===== config.mk =====
export PLATFORM = sky130hd
export DESIGN_NAME = fir_channel_scheduler
export DESIGN_NICKNAME = d
export VERILOG_FILES = /design/src/rtl/fir_channel_scheduler.sv
export SDC_FILE = /design/constraint.sdc
export NUM_CORES = 1
export LEC_CHECK = 0
export ABC_AREA = 1
export CAP_MARGIN = 20
export CORE_UTILIZATION = 35
export CTS_CLUSTER_SIZE = 30
export DETAILED_ROUTE_END_ITERATION = 6
export SETUP_SLACK_MARGIN = 0.4
export SLEW_MARGIN = 20
export SYNTH_ARGS = -nofsm -noshare
export SYNTH_HDL_FRONTEND = slang
export SYNTH_SLANG_ARGS = --single-unit

===== constraint.sdc =====
create_clock -name clock -period 2.6 [get_ports clock]
set_input_delay 0.65 -clock clock [delete_from_list [all_inputs] [get_ports clock]]
set_output_delay 0.65 -clock clock [all_outputs]
set_load 0.01 [all_outputs]

===== src/rtl/fir_channel_scheduler.sv =====
// Round-robin scheduler that time-shares one ap_ctrl_hs FIR core across NUM_CH
// sample channels, with a watchdog that abandons a transaction the core never finishes.
module fir_channel_scheduler #(
    parameter int NUM_CH      = 4,
    parameter int CH_W        = $clog2(NUM_CH),
    parameter int TIMEOUT_CYC = 4096
) (
    input  logic              clock,
    input  logic              reset,
    input  logic [NUM_CH-1:0] req,
    output logic              ap_start,
    input  logic              ap_ready,
    input  logic              ap_done,
    input  logic              ap_idle,
    output logic [NUM_CH-1:0] grant,
    output logic [CH_W-1:0]   ch_sel,
    output logic [NUM_CH-1:0] done_pulse,
    output logic              busy,
    output logic              timeout,
    output logic [15:0]       frame_cnt
);

    localparam int WD_W = (TIMEOUT_CYC > 1) ? $clog2(TIMEOUT_CYC) : 1;
    localparam logic [WD_W-1:0] WD_LAST = WD_W'(TIMEOUT_CYC - 1);
    localparam logic [CH_W-1:0] CH_LAST = CH_W'(NUM_CH - 1);

    typedef enum logic [1:0] {
        IDLE,
        START,
        RUN,
        DONE
    } state_t;

    state_t          state;
    logic [CH_W-1:0] last;
    logic [WD_W-1:0] wdog;
    logic [CH_W-1:0] cand;
    logic [CH_W-1:0] pick;
    logic            pick_valid;
    logic            core_finished;
    logic            wd_expired;

    // ap_idle is core status only; sequencing relies solely on the ready/done handshake.
    logic unused_status;
    assign unused_status = ap_idle;

    // Search starts one past the previous owner so every requester is reached within NUM_CH grants.
    always_comb begin
        // NOTE: every variable gets a default before the loop so no path infers a latch.
        cand       = '0;
        pick       = '0;
        pick_valid = 1'b0;
        for (int k = 1; k <= NUM_CH; k++) begin
            cand = CH_W'((int'(last) + k) % NUM_CH);
            if (!pick_valid && req[cand]) begin
                pick       = cand;
                pick_valid = 1'b1;
            end
        end
    end

    // In START the core must accept and finish together; in RUN ap_done alone completes.
    assign core_finished = (state == START) ? (ap_ready && ap_done)
                                            : ((state == RUN) && ap_done);
    assign wd_expired    = (wdog == WD_LAST);

    // NOTE: all state and outputs use non-blocking assignments so each register samples pre-edge values.
    always_ff @(posedge clock) begin
        if (reset) begin
            state      <= IDLE;
            last       <= CH_LAST;
            wdog       <= '0;
            ap_start   <= 1'b0;
            grant      <= '0;
            ch_sel     <= '0;
            done_pulse <= '0;
            busy       <= 1'b0;
            timeout    <= 1'b0;
            frame_cnt  <= '0;
        end else begin
            done_pulse <= '0;
            case (state)
                IDLE: begin
                    if (pick_valid) begin
                        state    <= START;
                        ch_sel   <= pick;
                        grant    <= NUM_CH'(1) << pick;
                        ap_start <= 1'b1;
                        busy     <= 1'b1;
                        wdog     <= '0;
                    end
                end
                START, RUN: begin
                    if (core_finished) begin
                        state      <= DONE;
                        ap_start   <= 1'b0;
                        done_pulse <= grant;
                        frame_cnt  <= frame_cnt + 16'd1;
                        last       <= ch_sel;
                    end else if (wd_expired) begin
                        // Abandon the hung core; the owner forfeits its turn.
                        state    <= IDLE;
                        ap_start <= 1'b0;
                        grant    <= '0;
                        busy     <= 1'b0;
                        timeout  <= 1'b1;
                        last     <= ch_sel;
                    end else begin
                        if (state == START && ap_ready) begin
                            state    <= RUN;
                            ap_start <= 1'b0;
                        end
                        wdog <= wdog + 1'b1;
                    end
                end
                DONE: begin
                    state <= IDLE;
                    grant <= '0;
                    busy  <= 1'b0;
                end
                default: state <= IDLE;
            endcase
        end
    end

endmodule


==> impl_metrics.py <==
metrics = {
    "critical_path": {
        "cp.buffers_inverters": 3,
        "max_stage_delay_ns": 0.48,
        "cp.arrival_ns": 2.25,
        "cp_slowest_cell": "clkdlybuf4s50_1",
        "crit_type": "input pin to flip-flop",
        "worstSetupEndpointType": "flip-flop",
        "cp-start-kind": "input pin",
        "crit_family": "simple AND/OR/NAND/NOR gates",
        "crit_fanout": 3,
        "path_cells": "clkdlybuf4s50_1, inv_1, nand2_2, nand4_1, nor2_2, nand4_1, nor2_2, buf_4, xor2_1, nor2_1",
        "cp.required_ns": 2.79,
    },
    "layout": {
        "n_antenna_cell": 0,
        "fill_cells": 745,
        "syn_to_final_growth_pct": 23.7,
        "fin_area_mm2": 0.00326,
        "fin_nets": 438,
        "drive_above_1_share_pct": 17.0,
    },
    "synth": {
        "async_flop_share_pct": 0,
        "syn_nets": 394,
        "synth-simple-area-share_pct": 38.1,
        "ys_ff_latch": 45,
        "synth.top_cells.by_count": "nand2_1, inv_1, dfxtp_1, nor2_1",
        "synth_top_cell_by_area": "dfxtp_1",
        "netlist_top_cells_area": "dfxtp_1, nand2_1, inv_1",
        "synth.area.mux_share_pct": 0,
        "synth_top_family_by_area": "simple AND/OR/NAND/NOR gates",
        "syn_area_mm2": 0.00264,
        "synth_edf_count": 0,
        "postSynthCellCount": 379,
        "synth.top_cell.area_share_pct": 34.1,
        "ys_types": 34,
        "yosysMostFrequentCell": "nand2_1",
        "synth_compound_area_share_pct": 10.6,
        "ys.flop_type": "dfxtp_1",
        "yosys_warnings": 0,
        "yosysSeqAreaShare_pct": 34.1,
        "synth-xor-area-share_pct": 3.32,
        "synth_fa_ha_area_share_pct": 2.84,
        "syn_avg_cell_area_um2": 6.96,
    },
    "grt": {
        "grt_max_degree": 24,
        "grt_pass1_wl_um": 9370,
        "antenna_found_initial": 0,
        "track_usage_pct": 14.8,
        "grt_pass1_vias": 2161,
        "globalRoute.totalOverflow": 0,
    },
    "cts": {
        "cts.clk_slew.worst_paths_ns": 0.10,
        "cts_made_buffers": 5,
        "insertion_delay_ns": 0.30,
        "cts-root-buf": "clkbuf_8",
        "cts_tree": "done",
        "cts.path.max_buffers": 2,
        "clock-sinks": 45,
        "htreeDepth": 2,
    },
    "routing": {
        "detail_route.first_pass.iterations": 4,
        "drt_iter0_markers": 115,
        "avgRoutedWirePerCell_um": 10.9,
        "viasPerCell": 4.68,
        "vias": 2447,
        "drc": 0,
        "wirelength_um": 5720,
        "ant_nets": 0,
    },
    "sta": {
        "slew_headroom_pct": 63.2,
        "rsz0062_at_grt": "yes",
        "finClkSkew_ns": 0.0104,
        "fin_crit_sh_pct": 79.5,
        "setup_viol": 0,
        "hold_viol": 0,
        "fin_crit_ns": 2.07,
        "finalSetupTns_ns": 0,
        "worst_pin_slew_ns": 0.549,
        "slew_viol_final": 0,
        "setup_slack_ns": 0.534,
        "max_freq_mhz": 484,
    },
    "floorplanning": {
        "num_rows": 31,
        "floorplan.die_area_mm2": 0.00789,
        "core-area_mm2": 0.00725,
        "die_w_um": 88.8,
        "initial_core_util_pct": 36.4,
        "die_h_um": 88.8,
        "top_level_ports": 38,
    },
    "hold_path": {
        "min_path_type": "flip-flop to flip-flop",
    },
    "power": {
        "p_leak_nw": 1.29,
        "power.density_mw_per_mm2": 750,
        "ir_worst_vdd_mv": 0.234,
        "total_power_mw": 2.45,
    },
    "place": {
        "io_buffers": 36,
        "placed_cell_area_mm2": 0.00310,
        "dpl_worst_slack_ns": 0.153,
        "dp_hpwl_um": 4050,
        "gp_congestion": 0.808,
    },
    "outcome": {
        "status": "completed",
    },
    "flow_run": {
        "cap_violations": 0,
    },
}
==> power breakdown <==
part	leakage (nW)	internal (mW)	switching (mW)
Clock	0.0447	0.194	0.263
Combinational	0.881	0.417	0.728
Sequential	0.365	0.769	0.0760
==> worst reg2reg max path: stages (launching register included) <==
cell and delay (ns):
dfxtp_1 0.41, inv_1 0.10, ha_2 0.41, nand4_1 0.16, nor2_2 0.17, nand4_1 0.17
nor2_2 0.19, buf_4 0.13, xor2_1 0.13, nor2_1 0.05
==> cells by family (layout without fill, tap and decap cells) <==
family,after synthesis,count (layout)
compound gates,47,47
xor+xnor,10,10
fa+ha+maj,6,6
buf+inv,65,110
flops,45,45
simple gates,206,206
==> worst paths after layout <==
check	startpoint	endpoint	slack [ns]	depth (start not counted)
worst max-delay path	ap_ready	frame_cnt[11]$_SDFFE_PP0P_	0.53	10
worst min register to register	grant[3]$_SDFFE_PP0P_	done_pulse[3]$_SDFF_PP0_	0.45	2
worst min-delay path	grant[3]$_SDFFE_PP0P_	done_pulse[3]$_SDFF_PP0_	0.45	2
worst max register to register	state[1]$_SDFFE_PP0P_	frame_cnt[11]$_SDFFE_PP0P_	0.57	9
==> sequential cells by signal, indices dropped and copies added (netlist names) <==
name and cells:
done_pulse 4, last 2, wdog 12, frame_cnt 16, state 2, grant 4, busy 1, ap_start 1
ch_sel 2, timeout 1
==> final cells by class <==
cell class	instances	area [µm²]	area share, %
Sequential cell	45	901	27.6
Timing Repair Buffer	48	450	13.8
Multi-Input combinational cell	269	1490	45.6
Tap cell	99	124	3.80
Inverter	54	205	6.29
Clock inverter	3	25.0	0.767
Clock buffer	5	68.8	2.11
==> layer usage <==
layer	up-vias	GRT usage [%]	part of all wire, %	routed length [µm]
met3	4	2.80	3.3	189
met4	0	3.08	0.70	40
li1	1301	-	-	-
met1	1104	19.5	50	2830
met2	38	25.3	46	2660
met5	-	0	0	0
==> placed cells by master, fill, tap and decap left out, types with 2 or more instances in the layout <==
cell and n:
nand2_1 80, inv_1 49, dfxtp_1 45, nor2_1 38, clkdlybuf4s50_1 36, a21oi_1 22
nand3_1 21, nand2_2 21, nand4_1 18, buf_4 12, o21ai_0 10, a21oi_2 9
xor2_1 7, nor2_2 6, nor3_1 5, ha_1 5, clkbuf_8 5, nand2_4 4
nand3_4 3, nand3b_1 3, inv_2 3, xnor2_1 3, and3_1 2, nor2_4 2
o211ai_1 2
==> what timing repair did <==
action                     CTS  global route
hold buffers                 0             0
setup endpoints to repair    0             7
setup buffers                0             4
resized for setup            0            11
==> through the flow <==
step,std cells,util (%),hold slack [ns]
finish,523,45.0,0.447
detailed placement,511,42.7,0.435
floorplan,379,-,0.465
CTS,519,44.0,0.450
global placement,511,42.7,0.433
global route,523,45.0,0.484
Power figures use the tool's default switching activity.
